[config.mk]
export PLATFORM = sky130hd
export DESIGN_NAME = fade_mixer
export DESIGN_NICKNAME = d
export VERILOG_FILES = /design/src/rtl/fade_mixer.sv
export SDC_FILE = /design/constraint.sdc
export NUM_CORES = 1
export LEC_CHECK = 0
export CORE_UTILIZATION = 60
export CTS_CLUSTER_SIZE = 28
export DETAILED_ROUTE_END_ITERATION = 8
export HOLD_SLACK_MARGIN = 0.15
export PLACE_DENSITY = 0.79
export SYNTH_ARGS = -nofsm -noshare
export SYNTH_HDL_FRONTEND = slang
export SYNTH_SLANG_ARGS = --single-unit
export TNS_END_PERCENT = 1
[constraint.sdc]
create_clock -name vout_clk_i -period 11.09 [get_ports vout_clk_i]
set_clock_uncertainty 0.1 [all_clocks]
set_input_delay 3.327 -clock vout_clk_i [delete_from_list [all_inputs] [get_ports vout_clk_i]]
set_output_delay 3.327 -clock vout_clk_i [all_outputs]
set_load 0.05 [all_outputs]
[src/rtl/fade_mixer.sv]
// Output-side fade mixer: blends each pixel toward its inverse with a per-frame alpha ramp.
// Optional ordered-dither rounding is enabled by defining FADE_DITHER_EN.
module fade_mixer #(
    parameter int STEP = 32,
    parameter int AW   = 9
) (
    input  logic        vout_clk_i,
    input  logic        rst_n,
    input  logic        hs_i,
    input  logic        vs_i,
    input  logic        de_i,
    input  logic [23:0] data_i,
    input  logic        px_inv_i,
    input  logic        restart_i,
    input  logic        bypass_i,
    output logic        hs_o,
    output logic        vs_o,
    output logic        de_o,
    output logic [23:0] data_o,
    output logic        fading_o
);

    localparam logic [AW-1:0] A_FULL = AW'(256);

    function automatic logic [AW-1:0] sat_alpha(input logic [AW:0] s);
        return (s > (AW+1)'(256)) ? A_FULL : s[AW-1:0];
    endfunction

    function automatic logic [15:0] mix_chan(input logic [7:0] c, input logic [AW-1:0] a);
        logic [15:0] w_c;
        logic [15:0] w_n;
        w_c = 16'(c) * (16'd256 - 16'(a));
        w_n = 16'(8'd255 - c) * 16'(a);
        return w_c + w_n;
    endfunction

    function automatic logic [7:0] round_chan(input logic [15:0] m, input logic [7:0] r);
        logic [16:0] s;
        s = {1'b0, m} + 17'(r);
        return s[15:8];
    endfunction

    logic          vs_r;
    logic          tick;
    logic [AW-1:0] alpha, alpha_nxt;
    logic          pending, pending_nxt;

    assign tick = vs_i & ~vs_r;

    // A restart landing on the tick itself is consumed immediately.
    always_comb begin
        alpha_nxt   = alpha;
        pending_nxt = pending;
        if (tick) begin
            pending_nxt = 1'b0;
            alpha_nxt   = (pending || restart_i) ? '0
                        : sat_alpha({1'b0, alpha} + (AW+1)'(STEP));
        end else if (restart_i) begin
            pending_nxt = 1'b1;
        end
    end

    always_ff @(posedge vout_clk_i or negedge rst_n) begin
        if (!rst_n) begin
            vs_r     <= 1'b0;
            alpha    <= A_FULL;
            pending  <= 1'b0;
            fading_o <= 1'b0;
        end else begin
            vs_r     <= vs_i;
            alpha    <= alpha_nxt;
            pending  <= pending_nxt;
            fading_o <= (alpha_nxt != A_FULL);
        end
    end

    logic [23:0]      d_p1, d_p2;
    logic [2:0]       sync_p1, sync_p2;
    logic             inv_p1, inv_p2;
    logic [AW-1:0]    a_p1;
    logic [2:0][15:0] m_p2;
    logic [7:0]       rnd;

`ifdef FADE_DITHER_EN
    logic de_r, x_bit, y_bit, x_cur;
    logic [1:0] par_p1, par_p2;
    logic exact_p2;

    assign x_cur = (de_i & ~de_r) ? 1'b0 : x_bit;

    always_ff @(posedge vout_clk_i or negedge rst_n) begin
        if (!rst_n) begin
            de_r     <= 1'b0;
            x_bit    <= 1'b0;
            y_bit    <= 1'b0;
            par_p1   <= '0;
            par_p2   <= '0;
            exact_p2 <= 1'b0;
        end else begin
            de_r     <= de_i;
            x_bit    <= de_i ? ~x_cur : x_bit;
            y_bit    <= tick ? 1'b0 : ((de_r & ~de_i) ? ~y_bit : y_bit);
            par_p1   <= {y_bit, x_cur};
            par_p2   <= par_p1;
            exact_p2 <= (a_p1 == '0) || (a_p1 == A_FULL);
        end
    end

    // Endpoint alphas keep the plain rounding so a=0 and a=256 stay exact.
    always_comb begin
        rnd = 8'd128;
        if (!exact_p2) begin
            case (par_p2)
                2'b00:   rnd = 8'd32;
                2'b01:   rnd = 8'd160;
                2'b10:   rnd = 8'd224;
                default: rnd = 8'd96;
            endcase
        end
    end
`else
    assign rnd = 8'd128;
`endif

    always_ff @(posedge vout_clk_i or negedge rst_n) begin
        if (!rst_n) begin
            d_p1    <= '0;
            sync_p1 <= '0;
            inv_p1  <= 1'b0;
            a_p1    <= '0;
            d_p2    <= '0;
            sync_p2 <= '0;
            inv_p2  <= 1'b0;
            m_p2    <= '0;
            data_o  <= '0;
            hs_o    <= 1'b0;
            vs_o    <= 1'b0;
            de_o    <= 1'b0;
        end else begin
            // S1: capture pixel, sync, effective invert flag and the frame's alpha
            d_p1    <= data_i;
            sync_p1 <= {hs_i, vs_i, de_i};
            inv_p1  <= px_inv_i & ~bypass_i;
            a_p1    <= alpha;
            // S2: blend products per channel
            d_p2    <= d_p1;
            sync_p2 <= sync_p1;
            inv_p2  <= inv_p1;
            for (int i = 0; i < 3; i++) begin
                m_p2[i] <= mix_chan(d_p1[i*8 +: 8], a_p1);
            end
            // S3: round or pass through
            {hs_o, vs_o, de_o} <= sync_p2;
            for (int i = 0; i < 3; i++) begin
                data_o[i*8 +: 8] <= inv_p2 ? round_chan(m_p2[i], rnd) : d_p2[i*8 +: 8];
            end
        end
    end

endmodule

==> flow_metrics.py <==
metrics = {
    "status": {
        "outcome": "complete, no violations",
    },
    "yosys": {
        "synth-seq-area-share": 0.168,
        "yosysMostFrequentCell": "inv_1",
        "synthAdderAreaFrac": 0.491,
        "syn_area_um2": 19400,
        "synthArstFlopShare": 1.00,
        "synth-simple-area-share": 0.157,
        "yosys.area.top_type_share": 0.375,
        "yosysUniqueCellTypes": 42,
        "synth_seq_cells": 130,
        "yosysWarnings": 0,
        "ys.flop_type": "dfrtp_1",
        "synth_top_family_by_area": "adder cells",
        "synth_xor_area_frac": 0.0465,
        "synth_fp_nets": 2553,
        "synth_compound_area_frac": 0.0235,
        "ys_top_cells_by_area": "fa_1 (38%), dfrtp_1 (17%), ha_1 (12%)",
        "synthTopCellsByCount": "inv_1 (485), fa_1 (363), ha_1 (179), and2_1 (147), dfrtp_1 (129)",
        "postSynthCellCount": 1979,
        "synth_top_cell_by_area": "fa_1",
        "synth-edff-count": 0,
        "synth_mux_area_frac": 0.00226,
        "syn_avg_cell_area_um2": 9.78,
    },
    "clock_tree": {
        "postCtsHoldBufs": 0,
        "cts_tree": "done",
        "cts_resized": 0,
        "post_cts_buffers": 0,
        "clock_latency_ns": 0.46,
        "max-clock-path-buffers": 2,
        "cts_max_level": 4,
        "clock-sinks": 130,
        "cts_buffers": 17,
        "clk_pin_slew_worst_paths_ns": 0.06,
        "clock-root-buffer": "clkbuf_16",
    },
    "grt": {
        "grt_pass1_wl_um": 69800,
        "grt-ovfl-total": 0,
        "grt_pass1_vias": 14300,
        "grt_max_degree": 70,
        "antenna_found_initial": 0,
        "grtUsageTotal": 0.273,
    },
    "worst_setup_path": {
        "critPathKind": "reg2reg",
        "cp_slowest_stage_delay_ns": 0.68,
        "crit_chain": "inv_1 -> ha_1 -> inv_1 -> nor2_1 -> xnor2_1 -> buf_4 -> and2_1 -> fa_1 -> inv_1 -> fa_1 -> fa_1 -> inv_1 -> fa_1 -> fa_1 -> inv_1 -> fa_1 -> inv_1 -> ha_1 -> or4_1 -> a21o_1 -> a41oi_1 -> o21bai_1 -> a211oi_1 -> nor2_1",
        "reg2regPathDepth": 24,
        "worstSetupStartpointType": "register",
        "rrSetupSlack_ns": 3.16,
        "critPathSlowestCell": "dfrtp_1",
        "reg2reg_to": "m_p2[30]$_DFF_PN0_",
        "r2r-start": "a_p1[1]$_DFF_PN0_",
        "cp_max_fo": 16,
        "cp-end-kind": "register",
        "crit_arrival_ns": 8.15,
        "required_ns": 11.32,
    },
    "power": {
        "p_sw_frac": 0.385,
        "seqPwrFrac": 0.301,
        "power_density_nw_per_um2": 100,
        "power.total_uw": 2090,
        "p_switching_uw": 805,
        "clockPowerShare": 0.293,
        "p_leak_uw": 0.0107,
        "p_comb_frac": 0.406,
        "p_int_uw": 1290,
        "ir_drop_v": 0.000117,
    },
    "hold_path": {
        "hold_path.startpoint": "inv_p1$_DFF_PN0_",
        "hold_class": "reg2reg",
        "whs_endpoint": "inv_p2$_DFF_PN0_",
        "whs_path_depth": 0,
    },
    "route": {
        "via_per_inst": 5.28,
        "dr.pass1.iters": 5,
        "postRouteAntennaNets": 0,
        "first_iter_violations": 611,
        "drc": 0,
        "wirelength_um": 40400,
        "vias": 12700,
        "routedWlPerCell_um": 16.8,
    },
    "sta": {
        "slew_viol_final": 0,
        "relSlewSlack": 0.411,
        "fin_setup_tns_ns": 0,
        "finalCritPeriodShare": 0.715,
        "finalHoldViolCount": 0,
        "post-route-min-period_ns": 7.93,
        "setup_viol": 0,
        "worst_pin_slew_ns": 0.884,
        "rsz0062_at_grt": "no",
        "fmax_ghz": 0.126,
        "whs_ns": 0.248,
    },
    "layout": {
        "n_fill_cell": 2426,
        "nNetsFinal": 2571,
        "drive_above_1_share": 0.0333,
        "areaGrowthSynthToFinish_pct": 8.11,
        "instances_no_fill": 2412,
        "fin_area_um2": 20900,
        "antenna_cells": 0,
    },
    "placed_design": {
        "io_buffers": 59,
        "dp_cells": 2380,
        "placed_cell_area_um2": 20300,
        "hpwl_um": 30400,
        "routabilityCongestion": 0.854,
    },
    "floorplanning": {
        "die-area_um2": 33000,
        "std_cell_rows": 65,
        "die_x_um": 182,
        "pin_count": 60,
        "start_util": 0.612,
        "coreArea_um2": 31600,
        "fp.dieH_um": 182,
    },
    "job": {
        "cap_viol_max_count": 0,
    },
}
## layer usage
metal,wire (µm),GRT usage,vias up
li1,-,-,5740
met1,16200,0.335,6615
met2,21000,0.484,305
met3,2000,0.0465,86
met4,1230,0.102,0
met5,0,0,-
## cells by family (layout without fill, tap and decap cells)
kind of cell / count (synthesis) / in the layout
xor+xnor: 102 / 102
buf+inv: 565 / 596
mux: 4 / 4
flops: 130 / 130
compound gates: 75 / 75
fa+ha+maj: 542 / 542
simple gates: 561 / 561
## flip-flops by register name, indices dropped and copies added (netlist names)
signal and count:
d_p1 24, data_o 24, d_p2 24, alpha 9, de_o 1, inv_p2 1, a_p1 9, sync_p2 3
pending 1, fading_o 1, vs_o 1, m_p2 27, hs_o 1, inv_p1 1, sync_p1 3
## critical path, delay by kind of cell (launching register included)
family	cells	cell delay [ns]
AO/OA/AOI/OAI	4	1.10
XOR/XNOR	1	0.48
adder cells (fa/ha/maj)	8	3.40
buffers and inverters	7	1.20
flip-flops	1	0.68
AND/OR/NAND/NOR	4	0.84
## power by group through the flow
stage | clock [µW] | combinational [µW] | sequential [µW]
finish | 613 | 849 | 630
global route | 644 | 970 | 641
CTS | 625 | 860 | 630
detailed placement | 0 | 850 | 638
global placement | 0 | 812 | 635
floorplan | 0 | 596 | 665
## final cells by class
cell class                 instances  area [µm²]  share of cell area
sequential                       130        3250               0.156
clock inverter                    13         173             0.00825
clock buffer                      19         453              0.0216
inverter                         485        1820              0.0870
multi-input combinational       1284       14000               0.668
tap                              402         503              0.0240
timing repair buffer              79         742              0.0355
## layout by cell type (no fill, tap or decap), drive strengths merged, types with 32 or more instances in the layout
cell type	Yosys	final
a21oi	32	32
nand2	109	109
clkdlybuf4s50	0	58
ha	179	179
and2	147	147
inv	485	489
nor2b	86	86
dfrtp	129	129
nand2b	101	101
nor2	78	78
xnor2	75	75
fa	363	363
## per-stage QoR
stage                     setup slack [ns]   util
after floorplan                       4.27      -
after global placement                3.76  0.642
after detailed placement              3.27  0.642
after CTS                             3.26  0.661
after global routing                  2.74  0.661
final                                 3.16  0.661
## worst max path at each step
stage	end	slack, ns	from	depth (start not counted)
2_1_floorplan	m_p2[30]$_DFF_PN0_	4.27	a_p1[1]$_DFF_PN0_	26
3_3_place_gp	m_p2[30]$_DFF_PN0_	3.76	a_p1[1]$_DFF_PN0_	24
3_5_place_dp	m_p2[30]$_DFF_PN0_	3.27	a_p1[1]$_DFF_PN0_	24
4_1_cts	m_p2[30]$_DFF_PN0_	3.26	a_p1[1]$_DFF_PN0_	24
5_1_grt	m_p2[30]$_DFF_PN0_	2.74	a_p1[1]$_DFF_PN0_	24
6_report	m_p2[30]$_DFF_PN0_	3.16	a_p1[1]$_DFF_PN0_	24
Note: power is estimated with default switching activity, not from simulation.
